### config.mk
export PLATFORM = sky130hd
export DESIGN_NAME = mem_req_stage
export DESIGN_NICKNAME = d
export VERILOG_FILES = /design/src/rtl/mem_req_stage.sv
export SDC_FILE = /design/constraint.sdc
export NUM_CORES = 1
export LEC_CHECK = 0
export CAP_MARGIN = 20
export CORE_MARGIN = 5
export CORE_UTILIZATION = 49
export CTS_CLUSTER_DIAMETER = 40
export DETAILED_ROUTE_END_ITERATION = 7
export PLACE_DENSITY = 0.95
export SYNTH_ARGS = -nofsm -noshare
export SYNTH_HDL_FRONTEND = slang
export SYNTH_SLANG_ARGS = --single-unit
### constraint.sdc
create_clock -name clk_i -period 3.9 [get_ports clk_i]
set_input_delay 0.975 -clock clk_i [delete_from_list [all_inputs] [get_ports clk_i]]
set_output_delay 0.975 -clock clk_i [all_outputs]
set_load 0.01 [all_outputs]
### src/rtl/mem_req_stage.sv
// Memory request stage: issues dmem requests from the execute result and tracks outstanding responses.
// Optional feature: define MEM_MISALIGN_TRAP_EN to trap misaligned HALF/WORD accesses instead of issuing them.
package mem_req_pkg;
    typedef enum logic [1:0] {
        MEM_BYTE = 2'd0,
        MEM_HALF = 2'd1,
        MEM_WORD = 2'd2,
        MEM_NONE = 2'd3
    } mem_size_e;

    typedef struct packed {
        logic [31:0] alu_out;
        logic [31:0] rs2_data;
        logic        mem_read;
        logic        mem_write;
        mem_size_e   mem_size;
`ifdef MEM_MISALIGN_TRAP_EN
        logic        misalign;
`endif
    } exec_state_t;

    typedef struct packed {
        logic [4:0] rd_addr;
        logic       rd_we;
    } reg_meta_t;

    typedef struct packed {
        logic stall;
        logic squash;
    } stage_ctrl_t;
endpackage

module mem_req_stage
    import mem_req_pkg::*;
#(
    parameter int unsigned OUTSTANDING_MAX = 2
) (
    input  logic        clk_i,
    input  logic        rst_ni,
    input  logic        valid_i,
    input  exec_state_t exec_state_i,
    input  reg_meta_t   reg_meta_i,
    input  stage_ctrl_t stage_ctrl_i,
    output logic        dmem_req_o,
    input  logic        dmem_gnt_i,
    output logic        dmem_we_o,
    output logic [3:0]  dmem_be_o,
    output logic [31:0] dmem_addr_o,
    output logic [31:0] dmem_wdata_o,
    input  logic        dmem_rvalid_i,
    output logic        valid_o,
    output exec_state_t exec_state_o,
    output reg_meta_t   reg_meta_o,
    output logic        mem_reqwait_oa
);
    // state   | meaning
    // IDLE    | no request pending; may issue this cycle
    // REQ     | request presented, waiting for grant; fields held
    // GRANTED | granted while stalled; no re-issue until stall clears
    typedef enum logic [1:0] {IDLE, REQ, GRANTED} state_e;

    localparam int unsigned CW = $clog2(OUTSTANDING_MAX + 1);
    localparam logic [CW-1:0] CNT_MAX = CW'(OUTSTANDING_MAX);

    state_e        state_q, state_d;
    logic [CW-1:0] cnt_q;
    logic          stall, squash, mem_active, req_needed, can_issue, handshake;
    logic          cnt_inc, cnt_dec, held;
    logic [3:0]    be_c, be_q;
    logic [31:0]   wdata_c, wdata_q, addr_c, addr_q;
    logic          we_q;

    assign stall      = stage_ctrl_i.stall;
    assign squash     = stage_ctrl_i.squash;
    assign mem_active = valid_i & (exec_state_i.mem_read | exec_state_i.mem_write) & ~squash;
    assign can_issue  = cnt_q < CNT_MAX;
    assign handshake  = dmem_req_o & dmem_gnt_i;
    assign addr_c     = {exec_state_i.alu_out[31:2], 2'b00};

`ifdef MEM_MISALIGN_TRAP_EN
    logic misalign;
    assign misalign = ((exec_state_i.mem_size == MEM_HALF) & exec_state_i.alu_out[0])
                    | ((exec_state_i.mem_size == MEM_WORD) & (|exec_state_i.alu_out[1:0]));
    assign req_needed = mem_active & ~misalign;
`else
    assign req_needed = mem_active;
`endif

    always_comb begin
        be_c    = 4'b0000;
        wdata_c = exec_state_i.rs2_data;
        case (exec_state_i.mem_size)
            MEM_BYTE: begin
                be_c    = 4'b0001 << exec_state_i.alu_out[1:0];
                wdata_c = {4{exec_state_i.rs2_data[7:0]}};
            end
            MEM_HALF: begin
                be_c    = 4'b0011 << {exec_state_i.alu_out[1], 1'b0};
                wdata_c = {2{exec_state_i.rs2_data[15:0]}};
            end
            MEM_WORD: be_c = 4'b1111;
            default:  be_c = 4'b0000;
        endcase
    end

    always_comb begin
        state_d    = state_q;
        dmem_req_o = 1'b0;
        case (state_q)
            IDLE: begin
                dmem_req_o = req_needed & can_issue;
                if (dmem_req_o) begin
                    if (dmem_gnt_i) state_d = stall ? GRANTED : IDLE;
                    else            state_d = REQ;
                end
            end
            REQ: begin
                if (squash) begin
                    state_d = IDLE;
                end else begin
                    dmem_req_o = 1'b1;
                    if (dmem_gnt_i) state_d = stall ? GRANTED : IDLE;
                end
            end
            GRANTED: begin
                if (!stall) state_d = IDLE;
            end
            default: state_d = IDLE;
        endcase
    end

    // While waiting for a grant the bus sees the fields captured at issue time.
    assign held         = (state_q == REQ);
    assign dmem_addr_o  = held ? addr_q  : addr_c;
    assign dmem_be_o    = held ? be_q    : be_c;
    assign dmem_wdata_o = held ? wdata_q : wdata_c;
    assign dmem_we_o    = held ? we_q    : exec_state_i.mem_write;

    assign mem_reqwait_oa = req_needed & (state_q != GRANTED) & ~handshake;

    assign cnt_inc = handshake & (cnt_q != CNT_MAX);
    assign cnt_dec = dmem_rvalid_i & (cnt_q != '0);

    always_ff @(posedge clk_i or negedge rst_ni) begin
        if (!rst_ni) begin
            state_q <= IDLE;
            cnt_q   <= '0;
            addr_q  <= '0;
            be_q    <= '0;
            wdata_q <= '0;
            we_q    <= 1'b0;
        end else begin
            state_q <= state_d;
            if (cnt_inc && !cnt_dec)      cnt_q <= cnt_q + 1'b1;
            else if (cnt_dec && !cnt_inc) cnt_q <= cnt_q - 1'b1;
            if (state_q == IDLE && dmem_req_o && !dmem_gnt_i) begin
                addr_q  <= addr_c;
                be_q    <= be_c;
                wdata_q <= wdata_c;
                we_q    <= exec_state_i.mem_write;
            end
        end
    end

    always_ff @(posedge clk_i or negedge rst_ni) begin
        if (!rst_ni) begin
            valid_o      <= 1'b0;
            exec_state_o <= '0;
            reg_meta_o   <= '0;
        end else if (!stall) begin
            valid_o      <= valid_i & ~squash & ~mem_reqwait_oa;
            exec_state_o <= exec_state_i;
`ifdef MEM_MISALIGN_TRAP_EN
            exec_state_o.misalign <= mem_active & misalign;
`endif
            reg_meta_o   <= reg_meta_i;
        end
    end
endmodule

==> flow_summary.json <==
{
  "status": "completed",
  "start_util_pct": 50.2,
  "via_count": 5320,
  "hold-worst-slack_ps": 480,
  "maxSlewHeadroom_pct": 29.7,
  "io_pins": 227,
  "design_area_um2": 9750,
  "nFillCells": 871,
  "avgViaCountPerCell": 5.23,
  "setup_viol": 0,
  "p_leak_uw": 0.00434,
  "clockBufferDepth": 2,
  "layout-drive-gt1-share_pct": 20.1,
  "final_nets": 911,
  "worst_pin_slew_ps": 1050,
  "antenna_found_initial": 0,
  "p_per_area_nw_per_um2": 541,
  "drcViolationCount": 0,
  "startpoint_type": "input port",
  "reg2reg_to": "cnt_q[1]",
  "drt_pass1_iterations": 5,
  "crit_arrival_ps": 2770,
  "synth_area_um2": 6640,
  "die_area_um2": 16000,
  "grt_pass1_wl_mm": 29.0,
  "hold_start": "wdata_q[28]",
  "rsz0062_at_grt": "no",
  "crit_fanout": 12,
  "routed_wirelength_mm": 18.3,
  "num_rows": 42,
  "reg2reg_slack_ps": 2020,
  "yosysWarnings": 0,
  "drv_slew": 0,
  "cts-root-buf": "clkbuf_16",
  "grt_pass1_vias": 5521,
  "core_area_um2": 13200,
  "hold_end": "wdata_q[28]",
  "multiInputGateArea_um2": 2810,
  "htreeDepth": 4,
  "instances_no_fill": 1017,
  "grt_usage_pct": 23.0,
  "n_antenna_cell": 0,
  "cts_tree": "built",
  "worst_ep_required_time_ps": 2920,
  "dpl-instance-area_um2": 9080,
  "synth_cell_types": 30,
  "avgSynthCellArea_um2": 10.9,
  "hold_buffers": 0,
  "cts_buffers": 17,
  "fin_crit_ps": 3740,
  "clock_latency_ps": 410,
  "setup_tns_ps": 0,
  "critPathCaptureType": "output pin",
  "irDropWorstVdd_mv": 0.360,
  "wire_per_inst_um": 18.0,
  "area_growth_pct": 46.8,
  "fin_crit_sh_pct": 96.0,
  "cts_sinks": 146,
  "critPathKind": "in -> out",
  "ys_seq_area_share_pct": 55.0,
  "overflow": 0,
  "rr_worst_depth": 8,
  "fin_skew_ps": 8.16,
  "synth_seq_cells": 146,
  "antenna_left": 0,
  "netlist_instances": 609,
  "r2r-start": "state_q[0]",
  "finalHoldViolations": 0,
  "hpwlAfterDp_mm": 13.2,
  "dp.cells": 986,
  "min_path_cells": 2,
  "io_buffers": 224,
  "fp.dieW_um": 126,
  "final_core_util_pct": 73.6,
  "hp-class": "reg -> reg",
  "fmax_mhz": 267,
  "drt_iter0_markers": 356,
  "clk_pin_slew_ps": 60,
  "maxCapViolations": 0,
  "grt_max_degree": 81,
  "die_y_um": 126,
  "gp_congestion": 0.804,
  "regArea_um2": 3650
}
-- per-layer routing --
layer	share of wire [%]	GRT usage (%)
met4	3.2	10.2
met5	0	0
met3	5.6	5.97
met1	41	27.5
met2	51	39.2
-- how the worst max path moves through the flow --
stage	to	start	slack, ps
6_report	dmem_be_o[2]	exec_state_i[1]	160
5_1_grt	dmem_be_o[2]	exec_state_i[1]	30
4_1_cts	dmem_wdata_o[24]	exec_state_i[0]	9
3_5_place_dp	dmem_wdata_o[13]	exec_state_i[0]	-40
3_3_place_gp	dmem_wdata_o[11]	exec_state_i[0]	7
2_1_floorplan	dmem_be_o[2]	exec_state_i[1]	1040
-- synthesized netlist by cell type --
master,n,share of area (%)
nor2b_2,1,0.13
buf_2,16,1.2
o21a_1,2,0.23
nand2_1,158,8.9
o21ai_0,44,3.3
mux2i_1,24,3.6
nor2_2,2,0.19
dfrtp_1,146,55
nor2_1,29,1.6
nor2b_1,2,0.19
conb_1,1,0.056
o31ai_1,1,0.11
a21boi_0,1,0.11
xnor2_1,1,0.13
nand2b_1,5,0.47
o211ai_1,1,0.11
buf_4,2,0.23
a21oi_1,26,2.0
o21ai_1,1,0.075
o2111ai_2,1,0.23
and3_1,1,0.094
a211oi_1,1,0.11
ha_1,1,0.19
inv_1,2,0.11
mux2_2,108,18
clkbuf_1,21,1.2
buf_6,2,0.34
mux2_4,6,1.4
and2_1,1,0.094
xor2_1,2,0.26
-- per-stage QoR --
stage                     total power (µW)  setup slack (ps)
after global placement                3430              7.31
after detailed placement              3510             -37.4
after CTS                             5320              9.37
after floorplan                       2840              1040
after global routing                  5530              28.0
final                                 5280               157
-- flip-flops by register name, indices dropped and copies added (netlist names) --
signal        cells
valid_o           1
exec_state_o     68
reg_meta_o        6
wdata_q          32
state_q           2
cnt_q             2
addr_q           30
we_q              1
be_q              4
-- logic make-up after synthesis --
kind of cell | count (synthesis) | synth area share (%)
AND/OR/NAND/NOR | 199 | 11.7
flip-flops | 146 | 55.0
multiplexers | 138 | 23.3
AO/OA/AOI/OAI | 78 | 6.25
buffers and inverters | 43 | 3.07
XOR/XNOR | 3 | 0.396
adder cells (fa/ha/maj) | 1 | 0.188
other | 1 | 0.0565
-- power breakdown --
part	switching, µW	total, µW	internal [µW]
Clock	598	1800	1200
Sequential	234	2180	1950
Combinational	554	1300	743
-- layout make-up --
type                            instances  share of cell area, %
Timing Repair Buffer                  241                   24.6
Clock inverter                          9                   1.81
Sequential cell                       146                   37.5
Inverter                                2                 0.0770
Tap cell                              176                   2.26
Multi-Input combinational cell        421                   28.9
Clock buffer                           22                   4.97
-- layout by cell type (no fill, tap or decap), types with 4 or more instances in the layout --
cell / Yosys / layout
buf_4: 2 / 16
mux2_2: 108 / 108
nor2_1: 29 / 29
clkdlybuf4s50_1: 0 / 221
o21ai_0: 44 / 44
bufinv_16: 0 / 5
dfrtp_1: 146 / 146
clkbuf_16: 0 / 17
nand2_1: 158 / 158
clkbuf_8: 0 / 4
mux2i_1: 24 / 24
mux2_4: 6 / 6
a21oi_1: 26 / 26
nand2b_1: 5 / 4
-- critical path: stages --
cell             delay [ps]
clkdlybuf4s50_1         550
buf_4                   210
nand2_1                 100
o21a_1                  140
mux2_2                  260
clkdlybuf4s50_1         530
-- timing repair --
action | 4_1_cts | 5_1_grt
endpoints found under the setup margin | 7 | 8
gates resized for setup | 1 | 1
buffers inserted | 0 | 0
gates cloned | 0 | 0
No activity file was read; power rests on OpenSTA's default activity.
